==> src/rtl/fp16_accum_seq.sv <==
// fp16_accum_seq: sequential FP16 vector-sum controller around an external
// combinational FP16 adder. Operands arrive on an in_valid/in_ready handshake
// at one beat per cycle. The running sum is held in acc and fed back to the
// adder. The final sum and a sticky NaN flag are presented on an
// out_valid/out_ready handshake.
// Optional feature macro: FP16_ACC_STATUS_EN. It adds the out_inf sticky
// infinity flag.
module fp16_accum_seq #(
    parameter int LEN_W = 8
) (
    input  logic             clk,
    input  logic             rst_n,
    input  logic             start,
    input  logic [LEN_W-1:0] vec_len,
    input  logic             in_valid,
    output logic             in_ready,
    input  logic [15:0]      in_data,
    output logic [15:0]      add_a,
    output logic [15:0]      add_b,
    input  logic [15:0]      add_out,
    input  logic             add_valid,
    output logic             out_valid,
    input  logic             out_ready,
    output logic [15:0]      out_data,
    output logic             out_nan,
`ifdef FP16_ACC_STATUS_EN
    output logic             out_inf,
`endif
    output logic             busy
);

    localparam logic [1:0] ST_IDLE  = 2'd0;
    localparam logic [1:0] ST_ACCUM = 2'd1;
    localparam logic [1:0] ST_DONE  = 2'd2;

    // Canonical quiet NaN stored once any operand was NaN.
    localparam logic [15:0] QNAN = 16'h7E00;

    logic [1:0]       state_q, state_d;
    logic [15:0]      acc_q, acc_d;
    logic [LEN_W-1:0] cnt_q, cnt_d;
    logic             nan_q, nan_d;
    logic             beat;

`ifdef FP16_ACC_STATUS_EN
    logic             inf_q, inf_d;
`endif

    assign in_ready  = (state_q == ST_ACCUM);
    assign beat      = in_valid & in_ready;
    assign out_valid = (state_q == ST_DONE);
    assign out_data  = acc_q;
    assign out_nan   = nan_q;
    assign busy      = (state_q != ST_IDLE);
    assign add_a     = acc_q;
    assign add_b     = in_data;

    // Next-state logic for the FSM, accumulator, beat counter and NaN flag.
    always_comb begin
        state_d = state_q;
        acc_d   = acc_q;
        cnt_d   = cnt_q;
        nan_d   = nan_q;
        case (state_q)
            ST_IDLE: begin
                if (start) begin
                    acc_d = 16'h0000;
                    nan_d = 1'b0;
                    cnt_d = vec_len;
                    // An empty vector completes immediately with a zero sum.
                    state_d = (vec_len == '0) ? ST_DONE : ST_ACCUM;
                end
            end
            ST_ACCUM: begin
                if (beat) begin
                    if (!nan_q) begin
                        if (add_valid) begin
                            acc_d = add_out;
                        end else begin
                            acc_d = QNAN;
                            nan_d = 1'b1;
                        end
                    end
                    // Once NaN is latched, later operands are consumed but not summed.
                    cnt_d = cnt_q - 1'b1;
                    if (cnt_q == {{(LEN_W-1){1'b0}}, 1'b1}) begin
                        state_d = ST_DONE;
                    end
                end
            end
            ST_DONE: begin
                // A start pulse that coincides with the handshake is ignored.
                if (out_ready) begin
                    state_d = ST_IDLE;
                end
            end
            default: begin
                state_d = ST_IDLE;
            end
        endcase
    end

`ifdef FP16_ACC_STATUS_EN
    // Sticky infinity flag: set whenever the value stored into acc is +/-Inf.
    always_comb begin
        inf_d = inf_q;
        if (state_q == ST_IDLE && start) begin
            inf_d = 1'b0;
        end else if (state_q == ST_ACCUM && beat
                     && acc_d[14:10] == 5'h1F && acc_d[9:0] == 10'h000) begin
            inf_d = 1'b1;
        end
    end

    // Infinity flag register; cleared by reset.
    always_ff @(posedge clk or negedge rst_n) begin
        if (!rst_n) begin
            inf_q <= 1'b0;
        end else begin
            inf_q <= inf_d;
        end
    end

    assign out_inf = inf_q;
`endif

    // State registers. Reset discards any partial sum.
    always_ff @(posedge clk or negedge rst_n) begin
        if (!rst_n) begin
            state_q <= ST_IDLE;
            acc_q   <= 16'h0000;
            cnt_q   <= '0;
            nan_q   <= 1'b0;
        end else begin
            state_q <= state_d;
            acc_q   <= acc_d;
            cnt_q   <= cnt_d;
            nan_q   <= nan_d;
        end
    end

endmodule

==> config.mk <==
export PLATFORM = sky130hd
export DESIGN_NAME = fp16_accum_seq
export DESIGN_NICKNAME = d
export VERILOG_FILES = /design/src/rtl/fp16_accum_seq.sv
export SDC_FILE = /design/constraint.sdc
export NUM_CORES = 1
export LEC_CHECK = 0
export BUFFER_PORTS_ARGS = -buffer_cell sky130_fd_sc_hd__clkbuf_2
export CORE_MARGIN = 1.5
export CORE_UTILIZATION = 39
export DETAILED_ROUTE_END_ITERATION = 7
export PLACE_DENSITY_LB_ADDON = 0.25
export SLEW_MARGIN = 0
export SYNTH_ARGS = -nofsm -noshare
export SYNTH_HDL_FRONTEND = slang
export SYNTH_SLANG_ARGS = --single-unit
export TNS_END_PERCENT = 30
==> constraint.sdc <==
create_clock -name clk -period 1.65 [get_ports clk]
set_input_delay 0.0825 -clock clk [delete_from_list [all_inputs] [get_ports clk]]
set_output_delay 0.0825 -clock clk [all_outputs]
set_load 0.005 [all_outputs]
==> summary.txt, run 1 <==
Setup path
  • Reg-to-reg startpoint: cnt_q[1]$_DFFE_PN0P_
  • CP required: 1.81 ns
  • Setup crit start kind: flip-flop
  • Critical path class: flip-flop to flip-flop
  • Reg2Reg Depth: 4
  • Crit-path max FO: 2
  • R2R setup slack: -0.05 ns
  • Worst setup path startpoint: cnt_q[1]$_DFFE_PN0P_
  • RR Endpoint: cnt_q[7]$_DFFE_PN0P_
  • Worst Path Arrival: 1.85 ns
  • Critical path endpoint category: flip-flop

Hold path
  • Hold path endpoint: state_q[0]$_DFFE_PN0P_
  • Hold Startpoint: in_valid
  • Worst min-delay path class: input pin to flip-flop
  • Hold path depth: 2

STA
  • Setup violators final: 1
  • Max Fclk: 589 MHz
  • Relative slew margins: 0.544
  • Final period util: 1.03
  • RSZ-0062 raised after global routing: true
  • Fin Hold WS: 0.0303 ns
  • Final setup margin: -0.0464 ns
  • Slew Limit Fails: 0
  • Skew final: 0.00686 ns
  • Final Hold Viols: 0
  • Total Neg Setup Slack: -0.0464 ns
  • Worst slew pin tran: 0.684 ns
  • Final worst path period need: 1.70 ns

Logic synthesis
  • Synthesized area: 0.00166 mm^2
  • EDFF count, synth: 0
  • Syn Area/Cell: 9.64 um^2
  • Post-synth top area cell: dfrtp_1
  • Commonest cells in the synthesized netlist: 32 x buf_4, 27 x dfrtp_1, 16 x mux2_2, 13 x a21oi_1, 12 x inv_1
  • Main combinational cell family by area after synthesis: buffers and inverters
  • Top-area cell type share of the netlist area: 0.408
  • Compound-gate portion of the synthesized area: 0.135
  • Simple-gate portion of the synthesized area: 0.131
  • XOR/XNOR share of the synthesized area: 0
  • Sequential area share after synthesis: 0.408
  • Async S/R FF share, synth: 1.00
  • Most frequent cell after synthesis: buf_4
  • Synth Register Bits: 27
  • Synth top area cells: dfrtp_1 41%, buf_4 14%, mux2_2 11%, a21oi_1 3.9%, and3_1 3.8%
  • Post-Synth Adder-Cell Area: 0.0151
  • Distinct cells, synth: 33
  • Synth warn: 0
  • Post-synthesis mux area share: 0.121
  • Synth Instances: between 150 and 200
  • Synth Net Count: 220
  • Synth Flop Type: dfrtp_1

Floorplan
  • Die area: 0.00465 mm^2
  • Initial core utilization: 0.409
  • Die Wd: 68.2 um
  • Core area: 0.00406 mm^2
  • Ports: 98
  • DIE HEIGHT: 68.2 um
  • # rows: 23

Drt
  • Vias post-DR: approximately 1400
  • Final WL: 3.72 mm
  • WL/cell: between 10 and 15 um
  • Antenna Violating Nets Remaining: 0
  • DRC violations left: 0
  • Total iterations of the first detailed-routing run: 4
  • Drt initial violations: 66
  • Vias per cell: about 5.1

Placed design
  • GP Congestion: 0.787
  • Post-DP HPWL: 2.78 mm
  • Post-placement cell count: between 200 and 300
  • PortBufs: 65

Layout
  • # diodes: 0
  • Final #Nets: 265
  • Layout cells sized above 1: 0.468
  • Fin util: 0.477
  • Fin cells: 266
  • Layout area overhead: 16.7%

Global route
  • Largest net degree at the start of global routing: 28
  • Total track usage: 0.161
  • Vias in the first global route: 1203
  • Gr ovfl total: 0
  • Antenna violations before repair: 0
  • First-pass GRT wire length: 5.63 mm

Outcome
  • Violated checks: negative setup slack
  • Status: complete, but fails checks

Clock tree
  • Clock-pin slew on the worst setup and hold paths: 0.09 ns
  • CTS Buf Count: 3
  • Clock insertion delay at the later pin of the skew report: 0.27 ns
  • CTS sink cnt: 27
  • Post-CTS setup buffers: 0
  • CTS tree: built
  • CTS Buffer Depth: 2
  • Root Driver: clkbuf_8
  • H-Tree Level Count: 1

Power
  • Peak supply drop: 705 uV
  • Leak pwr: 1.01 nW
  • Pwr dens: 1740 mW/mm^2

Flow run
  • MaxCap Viol Count: 0
## logic make-up after synthesis
family / after synthesis
buffers and inverters: 50
and+or+nand+nor: 40
muxes: 18
AOI/OAI and AO/OA: 35
adders and majority gates: 2
DFF: 27
## power by group
group | total (W) | switching (W) | leakage, nW | internal, W
sequential | 0.00121 | 0.000242 | 0.313 | 0.000963
combinational | 0.00177 | 0.000816 | 0.668 | 0.000956
clock | 0.000382 | 0.000212 | 0.0255 | 0.000169
total | 0.00336 | 0.00127 | 1.01 | 0.00209
## critical path: stages (launching register included)
cell	delay, ns
dfrtp_1	0.39
or4_4	0.53
or4_1	0.40
a22oi_1	0.18
o21ai_1	0.08
## flip-flops by register name, summed over array words and instances, names as in the netlist
register	count
cnt_q	8
state_q	2
add_a	16
out_nan	1
## metrics by stage
| step | instance area, um^2 | setup slack [ns] | power [W] |
|---|---|---|---|
| 2_1_floorplan | 1660 | -0.0215 | 0.00245 |
| 6_report | 1930 | -0.0464 | 0.00336 |
| 5_1_grt | 1930 | -0.0891 | 0.00369 |
| 4_1_cts | 1930 | -0.0507 | 0.00339 |
| 3_5_place_dp | 1880 | -0.0470 | 0.00300 |
| 3_3_place_gp | 1880 | -0.00215 | 0.00297 |
## worst max path at each step
stage / to / slack (ns) / depth (start not counted)
2_1_floorplan: cnt_q[7]$_DFFE_PN0P_ / -0.02 / 4
3_3_place_gp: cnt_q[7]$_DFFE_PN0P_ / -0.002 / 4
3_5_place_dp: cnt_q[7]$_DFFE_PN0P_ / -0.05 / 4
4_1_cts: cnt_q[7]$_DFFE_PN0P_ / -0.05 / 4
5_1_grt: cnt_q[7]$_DFFE_PN0P_ / -0.09 / 4
6_report: cnt_q[7]$_DFFE_PN0P_ / -0.05 / 4
## routing by layer
layer,vias up,part of all wire,GRT usage
li1,657,-,-
met1,644,0.44,0.214
met2,49,0.48,0.262
met3,11,0.061,0.0214
met4,0,0.019,0.0700
met5,-,0,0
## what timing repair did
| action | in CTS | in global routing |
|---|---|---|
| hold buffers | 1 | 0 |
| hold endpoints to repair | 27 | 0 |
| resized for setup | 0 | 0 |
| endpoints found under the setup margin | 1 | 1 |
## layout by cell type, fill, tap and decap left out, types with 2 or more instances in the layout
| cell | Yosys | routed |
|---|---|---|
| a21oi_1 | 13 | 13 |
| or4_1 | 2 | 2 |
| ha_1 | 2 | 2 |
| a22oi_1 | 4 | 4 |
| o21ai_0 | 6 | 6 |
| nand3_1 | 2 | 2 |
| clkbuf_8 | 0 | 3 |
| and3_1 | 10 | 10 |
| mux2_2 | 16 | 16 |
| nor4_1 | 3 | 3 |
| nor2_1 | 9 | 9 |
| a2bb2oi_1 | 2 | 2 |
| buf_4 | 32 | 11 |
| nand2b_1 | 3 | 3 |
| inv_1 | 12 | 12 |
| nand2_1 | 7 | 7 |
| mux2i_1 | 2 | 2 |
| dfrtp_1 | 27 | 27 |
| clkbuf_2 | 0 | 65 |
## final cells by class
cell class | count | area, um^2
fillers | 398 | 2120
flip-flops and latches | 27 | 676
multi-input cells | 95 | 667
repair buffers | 78 | 438
well taps | 50 | 62.6
inverters | 12 | 45.0
clock buffers | 3 | 41.3
clock inverters | 1 | 5.00
(Power assumes the default switching activity.)
==> run 2, diff against run 1 <==
--- a/config.mk
+++ b/config.mk
@@ -8,3 +8,4 @@
 export BUFFER_PORTS_ARGS = -buffer_cell sky130_fd_sc_hd__clkbuf_2
-export CORE_MARGIN = 1.5
+export CORE_ASPECT_RATIO = 0.6
+export CORE_MARGIN = 4
 export CORE_UTILIZATION = 39
--- a/constraint.sdc
+++ b/constraint.sdc
@@ -3,2 +3,2 @@
 set_output_delay 0.0825 -clock clk [all_outputs]
-set_load 0.005 [all_outputs]
+set_load 0.05 [all_outputs]
==> run 2 against run 1 <==
Against the previous run: the run still ends with negative setup slack left; register-to-register slack about the same; cell count up 3.4%; largest power group unchanged; critical path type unchanged; cell area up 1.9%; clock-buffer cell count unchanged; non-clock buffer count down 2; sequential power about the same; sequential cell count unchanged; critical endpoint unchanged; utilization up 0.40 points.
==> summary.txt, run 2 (synthesis results as in run 1) <==
STA
  • Worst slew pin tran: 0.709 ns
  • Total Neg Setup Slack: -0.0404 ns
  • Skew final: 0.00609 ns
  • Relative slew margins: 0.527
  • Final worst path period need: about 1.7 ns
  • Slew Limit Fails: 0
  • Setup violators final: 1
  • RSZ-0062 raised after global routing: true
  • Max Fclk: 592 MHz
  • Final period util: 1.02
  • Final setup margin: -0.0404 ns
  • Fin Hold WS: around 0.042 ns
  • Final Hold Viols: 0

Drt
  • Vias post-DR: 1329
  • Antenna Violating Nets Remaining: 0
  • WL/cell: 14.4 um
  • Drt initial violations: 52
  • DRC violations left: 0
  • Vias per cell: just under 5
  • Final WL: slightly below 4 mm
  • Total iterations of the first detailed-routing run: 4

Placed design
  • Cell Area, Placed: 0.00188 mm^2
  • Post-DP HPWL: 2.94 mm
  • PortBufs: 65
  • GP Congestion: 0.807
  • Post-placement cell count: 269

Setup path
  • Setup crit start kind: flip-flop
  • CP bufs+invs: 0
  • Critical path endpoint category: flip-flop
  • CP cell instances: or4_4 > or4_4 > a22oi_2 > o21ai_1
  • CP most frequent cell: or4_4
  • Critical-path top delay cell: or4_4
  • CP peak stage delay: 0.54 ns
  • CP top delay family: simple AND/OR/NAND/NOR gates
  • Critical path class: flip-flop to flip-flop
  • Crit-path max FO: 2
  • CP required: 1.81 ns
  • Worst Path Arrival: between 1.5 and 2 ns

Clock tree
  • CTS Buf Count: 3
  • CTS Buffer Depth: 2
  • Clock-pin slew on the worst setup and hold paths: 0.10 ns
  • Post-CTS setup buffers: 0
  • H-Tree Level Count: 1
  • CTS tree: built
  • Clock insertion delay at the later pin of the skew report: 0.27 ns
  • CTS sink cnt: 27
  • Root Driver: clkbuf_8

Global route
  • First-pass GRT wire length: between 6 and 7 mm
  • Largest net degree at the start of global routing: 28
  • Met1 global-route usage: 0.222
  • Gr ovfl total: 0
  • Antenna violations before repair: 0
  • Vias in the first global route: 1264
  • Met3 GRT Util: 0.0294
  • GRT Max-Usage Layer: met1
  • GR Util met2: 0.218
  • Total track usage: 0.149

Power
  • Peak supply drop: 1350 uV
  • Pwr dens: roughly 2500 mW/mm^2
  • Leak pwr: 1.00 nW
  • Power Total: approximately 0.0049 W

Floorplan
  • Ports: 98
  • Core area: 0.00410 mm^2
  • DIE HEIGHT: 58.5 um
  • Die area: 0.00539 mm^2
  • Initial core utilization: 0.404
  • Die Wd: 92.2 um
  • # rows: 18

Outcome
  • Violated checks: negative setup slack
  • Status: complete, but fails checks

Layout
  • Final Instance Area: ~0.0020 mm^2
  • Largest register FFs: 16
  • # diodes: 0
  • Final #Nets: 264
  • Layout area overhead: 18.9%
  • Fin cells: 275
  • Commonest non-fill, non-tap cell in the layout: clkbuf_2
  • Layout cells sized above 1: 0.488
  • Most frequent cells in the layout: 64 x clkbuf_2, 27 x dfrtp_1, 16 x mux2_2

Hold path
  • Worst min-delay path class: input pin to flip-flop

Flow run
  • MaxCap Viol Count: 0
run 2: cell type report:
type / count / area (um^2)
Timing Repair Buffer: 76 / 432
Multi-Input combinational cell: 95 / 686
Tap cell: 60 / 75.1
Clock inverter: 1 / 5.00
Fill cell: 407 / 2130
Clock buffer: 3 / 41.3
Timing Repair inverter: 1 / 7.51
Inverter: 12 / 48.8
Sequential cell: 27 / 676
run 2: through the flow:
stage               setup slack, ns   util
floorplan                   -0.0268      -
global placement            -0.0185  0.458
detailed placement          -0.0452  0.458
CTS                         -0.0522  0.474
global route                -0.0954  0.481
finish                      -0.0404  0.481
run 2: repair_timing:
item / in CTS / in global routing
gates cloned: 0 / 1
gates resized for setup: 3 / 5
hold endpoints to repair: 27 / 0
hold buffers: 1 / 0
setup endpoints to repair: 2 / 15
run 2: worst paths after layout:
path	start	endpoint	slack [ns]	depth (start not counted)
min in group asynchronous	rst_n	cnt_q[2]$_DFFE_PN0P_	0.40	2
max in group asynchronous	rst_n	add_a[3]$_DFFE_PN0P_	0.80	2
worst min register to register	add_a[6]$_DFFE_PN0P_	add_a[6]$_DFFE_PN0P_	0.54	1
worst max-delay path	cnt_q[1]$_DFFE_PN0P_	cnt_q[7]$_DFFE_PN0P_	-0.04	4
worst min-delay path	in_valid	state_q[0]$_DFFE_PN0P_	0.04	2
worst max register to register	cnt_q[1]$_DFFE_PN0P_	cnt_q[7]$_DFFE_PN0P_	-0.04	4
run 2: worst register-to-register path: stages, from the launching register on:
cell and delay (ns):
dfrtp_1 0.39, or4_4 0.54, or4_4 0.43, a22oi_2 0.16, o21ai_1 0.07
run 2: report_power, final:
part	leakage (nW)	internal (W)	switching (W)
sequential	0.313	0.000963	0.000248
clock	0.0255	0.000169	0.000208
combinational	0.664	0.000975	0.00231
run 2: routing by layer:
| layer | wire [um] | share of wire |
|---|---|---|
| met2 | 1710 | 0.43 |
| met1 | 1980 | 0.50 |
| met5 | 0 | 0 |
| met4 | 66 | 0.017 |
| met3 | 209 | 0.053 |
==> run 3, diff against run 2 <==
- HOLD_SLACK_MARGIN: not set -> 0.08
==> run 3 against run 2 <==
Against the previous run: clock power about the same; power rose by 5.1%; critical path depth unchanged; sequential power about the same; via count grew 1.9%; sequential share of layout area fell by 1.9 points; routed wire length grew 7.1%; hold slack better by 0.044 ns; the run still ends with negative setup slack left.
==> summary.txt, run 3 (synthesis results as in run 1) <==
Power
  • Peak supply drop: 1460 uV
  • Pwr dens: 2450 mW/mm^2
  • Leak pwr: about 1.1 nW
  • Power Total: 0.00512 W

Outcome
  • Violated checks: negative setup slack
  • Status: complete, but fails checks

Setup path
  • Critical path class: flip-flop to flip-flop
  • Critical path endpoint category: flip-flop
  • Worst Path Arrival: about 1.9 ns
  • Crit-path max FO: 2
  • CP required: between 1.5 and 2 ns
  • Setup crit start kind: flip-flop

Drt
  • DRC violations left: 0
  • WL/cell: about 15 um
  • Vias post-DR: 1354
  • Drt initial violations: 45
  • Total iterations of the first detailed-routing run: 4
  • Final WL: ~4.2 mm
  • Vias per cell: about 5
  • Antenna Violating Nets Remaining: 0

STA
  • Final period util: 1.02
  • Total Neg Setup Slack: -0.0402 ns
  • Setup violators final: 1
  • Relative slew margins: 0.545
  • Worst slew pin tran: 0.683 ns
  • RSZ-0062 raised after global routing: true
  • Skew final: about 0.0072 ns
  • Final setup margin: -0.0402 ns
  • Max Fclk: 592 MHz
  • Final worst path period need: 1.69 ns
  • Slew Limit Fails: 0
  • Final Hold Viols: 0

Floorplan
  • Die Wd: 92.2 um
  • Core area: 0.00410 mm^2
  • Ports: 98
  • # rows: 18
  • Die area: 0.00539 mm^2
  • DIE HEIGHT: 58.5 um
  • Initial core utilization: 0.404

Placed design
  • Worst slack at placement: -0.0452 ns
  • Cell Area, Placed: 0.00188 mm^2
  • GP Congestion: 0.807
  • PortBufs: 65
  • Post-placement cell count: approximately 270
  • Post-DP HPWL: 2.94 mm

Layout
  • Layout area overhead: 25.9%
  • Most frequent cells in the layout: 63 x clkbuf_2, 27 x dfrtp_1, 16 x mux2_4
  • Fin cells: about 280
  • Commonest non-fill, non-tap cell in the layout: clkbuf_2
  • Layout fillers: 396
  • Largest register FFs: 16
  • Final Instance Area: between 0.002 and 0.0025 mm^2
  • Register Area: 676 um^2
  • Final #Nets: roughly 270
  • Area of the multi-input gates: about 750 um^2
  • # diodes: 0
  • Layout cells sized above 1: 0.486

Global route
  • Total track usage: 0.152
  • Gr ovfl total: 0
  • Antenna violations before repair: 0
  • Vias in the first global route: 1285
  • First-pass GRT wire length: roughly 6.5 mm
  • Largest net degree at the start of global routing: 28

Clock tree
  • CTS tree: built
  • CTS sink cnt: 27
  • Root Driver: clkbuf_8
  • CTS Buf Count: 3
  • Clock insertion delay at the later pin of the skew report: ~0.27 ns
  • Clock-pin slew on the worst setup and hold paths: approximately 0.10 ns
  • H-Tree Level Count: 1
  • CTS Buffer Depth: 2

Flow run
  • MaxCap Viol Count: 0

Hold path
  • Worst min-delay path class: input pin to flip-flop
## run 3: changes by cell type in the layout (fill, tap and decap cells not counted), sizes merged
cell and delta:
dlygate4sd3 +2, dlymetal6s4s +1
## run 3: power breakdown
| part | switching [W] | internal, W | leakage, nW |
|---|---|---|---|
| Combinational | 0.00236 | 0.00115 | 0.727 |
| Clock | 0.000209 | 0.000169 | 0.0255 |
| Sequential | 0.000265 | 0.000963 | 0.313 |
## run 3: worst max-delay path, stage by stage (launching register included)
cell	delay [ns]
dfrtp_1	0.39
or4_4	0.54
or4_4	0.42
a22oi_2	0.16
o21ai_1	0.07
## run 3: routing by layer
| layer | up-vias | track usage | routed length (um) |
|---|---|---|---|
| li1 | 658 | - | - |
| met3 | 18 | 0.0358 | 229 |
| met5 | - | 0 | 0 |
| met2 | 40 | 0.228 | 1850 |
| met4 | 0 | 0.0486 | 66 |
| met1 | 638 | 0.219 | 2090 |
## run 3: what timing repair did
item / in CTS / in global routing
cloned: 0 / 2
resized for setup: 3 / 23
pin swaps: 0 / 1
buffers inserted: 0 / 0
endpoints found under the setup margin: 2 / 18
hold buffers: 4 / 0
hold endpoints to repair: 30 / 0
## run 3: path summary, 6_finish.rpt
path,cells after the start,slack (ns),startpoint,to
min in group asynchronous,2,0.38,rst_n,state_q[1]$_DFFE_PN0P_
hold / removal,3,0.09,vec_len[3],cnt_q[3]$_DFFE_PN0P_
max in group asynchronous,2,0.82,rst_n,add_a[3]$_DFFE_PN0P_
setup / recovery,4,-0.04,cnt_q[1]$_DFFE_PN0P_,cnt_q[7]$_DFFE_PN0P_
setup reg to reg,4,-0.04,cnt_q[1]$_DFFE_PN0P_,cnt_q[7]$_DFFE_PN0P_
hold reg to reg,1,0.55,add_a[2]$_DFFE_PN0P_,add_a[2]$_DFFE_PN0P_
## run 3: through the flow
step | hold WS (ns) | util
2_1_floorplan | -0.213 | -
3_3_place_gp | 0.166 | 0.458
3_5_place_dp | 0.166 | 0.458
4_1_cts | 0.0813 | 0.482
5_1_grt | 0.0934 | 0.509
6_report | 0.0858 | 0.509
## run 3: cell type report
cell class	count	share of cell area
clock inverters	1	0.00240
repair inverters	1	0.00360
multi-input cells	95	0.359
well taps	60	0.0360
inverters	12	0.0234
repair buffers	79	0.232
flip-flops and latches	27	0.324
clock buffers	3	0.0198
